<file path="config.mk">
export PLATFORM = sky130hd
export DESIGN_NAME = sipo_frame_rx
export DESIGN_NICKNAME = d
export VERILOG_FILES = /design/src/rtl/sipo_frame_rx_pkg.sv /design/src/rtl/sipo_word_buf.sv /design/src/rtl/sipo_frame_rx.sv
export SDC_FILE = /design/constraint.sdc
export NUM_CORES = 1
export LEC_CHECK = 0
export CAP_MARGIN = 20
export CORE_MARGIN = 2
export CORE_UTILIZATION = 53
export CTS_CLUSTER_DIAMETER = 150
export DETAILED_ROUTE_END_ITERATION = 7
export GPL_TIMING_DRIVEN = 0
export PLACE_DENSITY = 0.81
export REMOVE_ABC_BUFFERS = 1
export SLEW_MARGIN = 20
export SYNTH_ARGS = -nofsm -noshare
export SYNTH_HDL_FRONTEND = slang
export SYNTH_HIERARCHICAL = 1
export SYNTH_SLANG_ARGS = --single-unit
</file>
<file path="constraint.sdc">
create_clock -name clk_i -period 1.6 [get_ports clk_i]
set_input_delay 0.32 -clock clk_i [delete_from_list [all_inputs] [get_ports clk_i]]
set_output_delay 0.32 -clock clk_i [all_outputs]
set_load 0.02 [all_outputs]
</file>
<file path="src/rtl/sipo_frame_rx_pkg.sv">
// Shared definitions for the serial frame receiver: FSM state encoding and
// line-level constants for the start and stop bits.
package sipo_frame_rx_pkg;

  typedef enum logic [1:0] {
    StIdle   = 2'd0,
    StData   = 2'd1,
    StParity = 2'd2,
    StStop   = 2'd3
  } state_e;

  localparam logic StartBit = 1'b1;
  localparam logic StopBit  = 1'b0;

endpackage

</file>
<file path="src/rtl/sipo_word_buf.sv">
// One-entry valid/ready word buffer with overrun detection.
//   clk_i, rst_ni : clock, asynchronous active-low reset
//   push_i/data_i : a complete good word is offered this cycle
//   ready_i       : consumer accepts the held word when valid_o is high
//   data_o        : held word (keeps its value after being consumed)
//   valid_o       : buffer full
//   overrun_o     : 1-cycle pulse when a pushed word is dropped (full, not ready)
module sipo_word_buf #(
  parameter int unsigned Width = 8
) (
  input  logic             clk_i,
  input  logic             rst_ni,
  input  logic             push_i,
  input  logic [Width-1:0] data_i,
  input  logic             ready_i,
  output logic [Width-1:0] data_o,
  output logic             valid_o,
  output logic             overrun_o
);

  logic [Width-1:0] data_d, data_q;
  logic             valid_d, valid_q;
  logic             overrun_d, overrun_q;

  always_comb begin
    data_d    = data_q;
    valid_d   = valid_q;
    overrun_d = 1'b0;
    if (push_i) begin
      // A full buffer drained on this same edge can take the new word.
      if (!valid_q || ready_i) begin
        data_d  = data_i;
        valid_d = 1'b1;
      end else begin
        overrun_d = 1'b1;
      end
    end else if (valid_q && ready_i) begin
      valid_d = 1'b0;
    end
  end

  always_ff @(posedge clk_i or negedge rst_ni) begin
    if (!rst_ni) begin
      data_q    <= '0;
      valid_q   <= 1'b0;
      overrun_q <= 1'b0;
    end else begin
      data_q    <= data_d;
      valid_q   <= valid_d;
      overrun_q <= overrun_d;
    end
  end

  assign data_o    = data_q;
  assign valid_o   = valid_q;
  assign overrun_o = overrun_q;

endmodule

</file>
<file path="src/rtl/sipo_frame_rx.sv">
// Serial-in parallel-out frame receiver. Frame, one bit per clock:
// start(1), D0..D[DataW-1] LSB first, optional parity, stop(0).
//   clk_i, rst_ni  : clock, asynchronous active-low reset
//   din_i          : serial line, idle low
//   dout_o         : received word, stable while dout_valid_o is high
//   dout_valid_o   : word buffer full
//   dout_ready_i   : consumer accepts word on valid & ready
//   parity_err_o   : 1-cycle pulse, parity mismatch, frame dropped
//   frame_err_o    : 1-cycle pulse, stop bit was 1, frame dropped
//   overrun_o      : 1-cycle pulse, good frame dropped because buffer full
module sipo_frame_rx
  import sipo_frame_rx_pkg::*;
#(
  parameter int unsigned DataW     = 8,
  parameter int unsigned ParityEn  = 1,
  parameter int unsigned ParityOdd = 0
) (
  input  logic             clk_i,
  input  logic             rst_ni,
  input  logic             din_i,
  output logic [DataW-1:0] dout_o,
  output logic             dout_valid_o,
  input  logic             dout_ready_i,
  output logic             parity_err_o,
  output logic             frame_err_o,
  output logic             overrun_o
);

  localparam int unsigned CntW = $clog2(DataW + 1);

  state_e           state_q;
  logic [DataW-1:0] sr_q;
  logic [CntW-1:0]  cnt_q;
  logic             par_mis_q;
  logic             parity_err_q;
  logic             frame_err_q;
  logic             par_mis;
  logic             push;

  // Mismatch when the XOR over data and parity bit differs from the target.
  assign par_mis = (^sr_q) ^ din_i ^ 1'(ParityOdd);

  // Good word is handed to the buffer on the stop-bit sampling edge itself.
  assign push = (state_q == StStop) && (din_i == StopBit) && !par_mis_q;

  always_ff @(posedge clk_i or negedge rst_ni) begin
    if (!rst_ni) begin
      state_q      <= StIdle;
      sr_q         <= '0;
      cnt_q        <= '0;
      par_mis_q    <= 1'b0;
      parity_err_q <= 1'b0;
      frame_err_q  <= 1'b0;
    end else begin
      parity_err_q <= 1'b0;
      frame_err_q  <= 1'b0;
      case (state_q)
        StIdle: begin
          if (din_i == StartBit) begin
            state_q   <= StData;
            cnt_q     <= '0;
            par_mis_q <= 1'b0;
          end
        end
        StData: begin
          sr_q  <= {din_i, sr_q[DataW-1:1]};
          cnt_q <= cnt_q + CntW'(1);
          if (cnt_q == CntW'(DataW - 1)) begin
            state_q <= (ParityEn != 0) ? StParity : StStop;
          end
        end
        StParity: begin
          par_mis_q <= par_mis;
          state_q   <= StStop;
        end
        StStop: begin
          // A high stop bit is an error, never a fresh start bit.
          state_q <= StIdle;
          if (din_i != StopBit) begin
            frame_err_q <= 1'b1;
          end else if (par_mis_q) begin
            parity_err_q <= 1'b1;
          end
        end
        default: state_q <= StIdle;
      endcase
    end
  end

  sipo_word_buf #(
    .Width(DataW)
  ) u_word_buf (
    .clk_i     (clk_i),
    .rst_ni    (rst_ni),
    .push_i    (push),
    .data_i    (sr_q),
    .ready_i   (dout_ready_i),
    .data_o    (dout_o),
    .valid_o   (dout_valid_o),
    .overrun_o (overrun_o)
  );

  assign parity_err_o = parity_err_q;
  assign frame_err_o  = frame_err_q;

endmodule

</file>
Word-level counts from Yosys, hierarchy flattened
Index checks and enable logic that the tools add are counted.
Cells by class
  add/sub/neg operators: 1
  equal/unequal tests: 7
  multiplexer cells: 17
  bitwise logic cells: 2
  reduce and logical (&&, ||, !) cells: 16
Operators with widths (number)
  $mux W1: 11
  $reduce_and A2 Y1: 5
  $pmux W2 S4: 1
  $pmux W4 S2: 1
  $reduce_xor A8 Y1: 1
  $reduce_bool A2 Y1: 3
  $add A4 B1 Y4 const B: 1
  $eq A2 B2 Y1 const B: 2
  $eq A4 B3 Y1 const B: 1
  $mux W2: 2
  $mux W4: 1
  $ne A2 B2 Y1 const B: 2
  $logic_and A1 B1 Y1: 3
  $eq A2 B1 Y1 const B: 1
  $logic_not A1 Y1: 2
  $logic_not A2 Y1: 1
  $ne A2 B1 Y1 const B: 1
  $pmux W1 S2: 1
  $logic_or A1 B1 Y1: 1
  $not A1 Y1: 1
  $xor A1 B1 Y1: 1
Storage, ports and cells
  bits in registers: 27
  input bits: 4
  output and inout bits: 12
  logic and storage cells: 52

Logic depth before layout (Yosys ltp)
  depth in word-level cells: 5
  gate-level depth with buffers: 7
  depth with buffers taken out: 7

Modules after synthesis
Netlist, hierarchy kept.
Modules (own cells, without submodules)
  sipo_frame_rx: instances 1, cells each 80, area an instance 869.6 um^2, seq. area each 425.4 um^2
  sipo_word_buf: instances 1, cells each 23, area an instance 406.6 um^2, seq. area each 250.2 um^2

Least setup slack after synthesis
OpenSTA, ideal clock, no wires.
  path type: register to register
  from: register state_q[0]
  to: register u_word_buf.data_q[0], in the netlist u_word_buf/data_o[0]
  library setup time: 125 ps
  data arrival time: 1369 ps
  data required time: 1475 ps
  path slack: 106 ps
  cell stages (with the launch flop): 5
  buffers on the path: 0
  period minus slack after synthesis: 1494 ps
  path through: dfrtp_1 -> ha_1 -> nor3b_1 -> nand2_4 -> mux2_4
On the way
  word-level cells in the longest chain between the ends: 4
Ends and longest elaborated chain
  from (decl): line sipo_frame_rx.sv:31  | state_e state_q;
  from (signal assigned): line sipo_frame_rx.sv:48  | state_q <= StIdle;
  from (signal assigned): line sipo_frame_rx.sv:60  | state_q <= StData;
  from (signal assigned): line sipo_frame_rx.sv:69  | state_q <= (ParityEn != 0) ? StParity : StStop;
  $eq A2 B2 Y1: line sipo_frame_rx.sv:44  | assign push = (state_q == StStop) && (din_i == StopBit) && !par_mis_q;
  $logic_and A1 B1 Y1 (2 in a row): line sipo_frame_rx.sv:44
  named net push: line sipo_frame_rx.sv:38  | logic push;
  $reduce_and A2 Y1 (no line)
  to (signal assigned): line sipo_word_buf.sv:48  | data_q <= data_d;
  to (decl): line sipo_word_buf.sv:21  | logic [Width-1:0] data_d, data_q;
The timed path passes the listed nets, and every way through them passes these cells.
A chain may end at the register's enable or synchronous reset.

Worst setup path in the final report
  from: input port din_i
  to: register u_word_buf.data_q[2], in the netlist u_word_buf/data_o[2]
On the way
  word-level cells in the longest chain between the ends: 4
Ends and longest elaborated chain
  from (decl): line sipo_frame_rx.sv:20  | input logic din_i,
  $not A1 Y1: line sipo_frame_rx.sv:44
  $logic_and A1 B1 Y1 (2 in a row): line sipo_frame_rx.sv:44
  named net push: line sipo_frame_rx.sv:38
  $reduce_and A2 Y1 (no line)
The timed path passes the listed nets, and every way through them passes these cells.

==> summary.md <==
| Metric | Value |
|---|---|
| Via-to-Cell Ratio | 5.36 |
| Most common flop cell mapped by yosys | dfrtp_1 |
| Largest family of logic cells by synthesized area | multiplexers |
| Core area | 0.00225 mm2 |
| Pin count of the biggest net entering global routing | 28 |
| PD cells | 2120 mW/mm2 |
| Leak Pwr | 0.000739 uW |
| Dpl ws | -0.463 ns |
| Post-CTS Setup Repair Bufs | 0 |
| Worst-Skew Late Latency | 0.31 ns |
| Hold/Removal Path Class | in2async |
| Count of cell types in the netlist | 25 |
| Clock power share | 8.5% |
| Via count | 794 |
| Clk pin slew, worst setup/hold paths | 0.13 ns |
| Slew Limit Fails | 0 |
| P_int | 1950 uW |
| Commonest non-fill, non-tap cell in the layout | dfrtp_1 |
| Synth warn | 6 |
| Fraction of final layout cells sized beyond drive strength 1 | 21.7% |
| Max-cap viol count | 0 |
| Final worst slack | 0.0240 ns |
| CP Data Required Time | 1.81 ns |
| Peak supply drop | 0.00123 V |
| Multi-input gate area | 597 um2 |
| CP max FO | 9 |
| Crit share post-route | 98.5% |
| Switching Share | 38.8% |
| Htree depth | 1 |
| Iteration count of the initial detailed-routing pass | 4 |
| Post-Route Skew | 0.00270 ns |
| Routed Antenna Nets | 0 |
| Worst R2R Path Depth | 4 |
| Setup tns final | 0 ns |
| Relative slew slack | 62.2% |
| Synth Area in Simple Gates | 11.5% |
| Root Driver | clkbuf_4 |
| Slack of the worst reg-to-reg path | 0.03 ns |
| Outcome | completed |
| Worst EP arrival | 1.79 ns |
| Synthesized instance count | 103 |
| Diode count | 0 |
| Storage element area | 676 um2 |
| Area Overhead vs Synth | 17.5% |
| Critical path type | in2reg |
| Per-cell routed wire length | 13.6 um |
| Die area | 0.00282 mm2 |
| Post-synthesis mux area share | 17.3% |
| Final hold viol count | 0 |
| Psw | 1240 uW |
| Setup-failing EPs final | 0 |
| Post-layout net count | 130 |
| Crit path launch type | primary input |
| Worst Max-Slew Pin Slew | 0.567 ns |
| Number of DRC markers in iteration 0 | 26 |
| Synth Area in Compound Gates | 5.29% |
| Num rows | 17 |
| Most frequent cells in the layout | dfrtp_1 (27), dlygate4sd2_1 (10), mux2_2 (8), mux2_4 (8) |
| Seq/Total Area, Yosys | 52.9% |
| Remaining DRCs | 0 |
| Initial Utilization | 56.6% |
| Cell Area, Synth | 0.00128 mm2 |
| Chip width | 53.1 um |
| Combinational Power Share | 52.0% |
| Setup crit end kind | register |
| FILL cells | 185 |
| GR Overflow Total | 0 |
| RePlAce Congestion | 0.710 |
| Post-synth EDFFs | 0 |
| Number of global-route vias before repair | 735 |
| R2r startpoint | state_q[0] |
| F_max | 0.635 GHz |
| Number of synthesized register bits | 27 |
| Post-DP HPWL | 1420 um |
| # clock sinks | 27 |
| Initial antenna violation count | 0 |
| Syn Area/Cell | 12.4 um2 |
| First-pass GRT wire length | 3310 um |
| IO Count | 16 |
| Total CTS buffers | 3 |
| Minimum clock period | 1.58 ns |
| Routed WL | 2020 um |
| GR Util All Layers | 16.9% |
| Die height | 53.1 um |
| Synth Area in XOR/XNOR | 5.49% |
| RSZ-0062 raised after global routing | true |
| Port Buffers | 15 |
| CTS tree | done |
| R2r endpoint | u_word_buf/data_o[2] |
| Post-synth ARST share | 100% |
| Max Root-Sink Buffers | 2 |
| Adder-Cell Fraction of Synth Area | 4.90% |
| Reg power frac | 39.4% |
[power by group through the flow]
stage / logic, uW / registers, uW / clock network, uW
2_1_floorplan: 1100 / 1350 / 0
3_3_place_gp: 1620 / 1240 / 0
3_5_place_dp: 1680 / 1270 / 0
4_1_cts: 1610 / 1250 / 288
5_1_grt: 1830 / 1300 / 311
6_report: 1660 / 1260 / 272
[worst max-delay path, stage by stage]
cell and delay, ns:
clkdlybuf4s50_1 0.58, nor3b_2 0.37, nand2_4 0.19, mux2_4 0.33
[flip-flops by register name (all words and copies together), names as in the netlist]
signal	cells
u_word_buf/overrun_o	1
frame_err_o	1
sr_q	8
state_q	2
parity_err_o	1
u_word_buf/data_o	8
par_mis_q	1
cnt_q	4
u_word_buf/valid_o	1
[cells by family (layout without fill, tap and decap cells)]
logic type,Yosys count,after routing
compound gates,12,12
xor+xnor,8,8
fa+ha+maj,5,5
buf+inv,8,25
flops,27,27
mux,17,17
simple gates,26,26
[final cells by class]
cell class                 count  share of cell area, %
timing repair buffer          16                   9.84
tap                           28                   2.34
multi-input combinational     68                   39.8
inverter                       5                   1.25
clock buffer                   4                   1.75
sequential                    27                   45.0
[worst max-delay path by stage]
stage | to | from | cells past startpoint
4_1_cts | cnt_q[2] | state_q[1] | 6
5_1_grt | u_word_buf/data_o[0] | state_q[0] | 4
2_1_floorplan | u_word_buf/data_o[0] | state_q[0] | 4
3_5_place_dp | u_word_buf/data_o[2] | din_i | 4
3_3_place_gp | u_word_buf/data_o[5] | din_i | 4
6_report | u_word_buf/data_o[2] | din_i | 4
[layer usage]
| layer | vias up | global-route usage (%) | part of all wire (%) |
|---|---|---|---|
| met5 | - | 0 | 0 |
| met4 | 0 | 3.85 | 0.84 |
| met3 | 2 | 6.50 | 4.8 |
| met2 | 15 | 26.5 | 47 |
| met1 | 383 | 22.3 | 48 |
| li1 | 394 | - | - |
[synth_stat cells, types with 2 or more instances]
library cell | instances | share of area (%)
dfrtp_1 | 27 | 53
mux2_2 | 8 | 7.1
mux2_4 | 8 | 9.4
nor2_1 | 7 | 2.1
xnor2_1 | 7 | 4.8
o21ai_0 | 6 | 2.4
ha_1 | 5 | 4.9
inv_1 | 5 | 1.5
nand2_1 | 5 | 1.5
a21oi_1 | 4 | 1.6
buf_2 | 3 | 1.2
nand4_1 | 3 | 1.5
and3_1 | 2 | 0.98
nand3b_1 | 2 | 1.2
[repair_timing]
item / CTS / global route
gates cloned: 0 / 0
setup endpoints to repair: 31 / 9
hold buffers: 1 / 0
resized for setup: 12 / 6
hold endpoints to repair: 13 / 0
[through the flow]
stage | cells | utilization (%) | total power (uW) | instance area (um2) | hold WS (ns)
2_1_floorplan | 100 | - | 2450 | 1260 | 0.0244
3_3_place_gp | 143 | 64.2 | 2850 | 1450 | 0.492
3_5_place_dp | 143 | 63.9 | 2940 | 1440 | 0.351
4_1_cts | 148 | 65.3 | 3150 | 1470 | 0.526
5_1_grt | 148 | 66.5 | 3440 | 1500 | 0.542
6_report | 148 | 66.5 | 3190 | 1500 | 0.516
(Power assumes the default switching activity.)
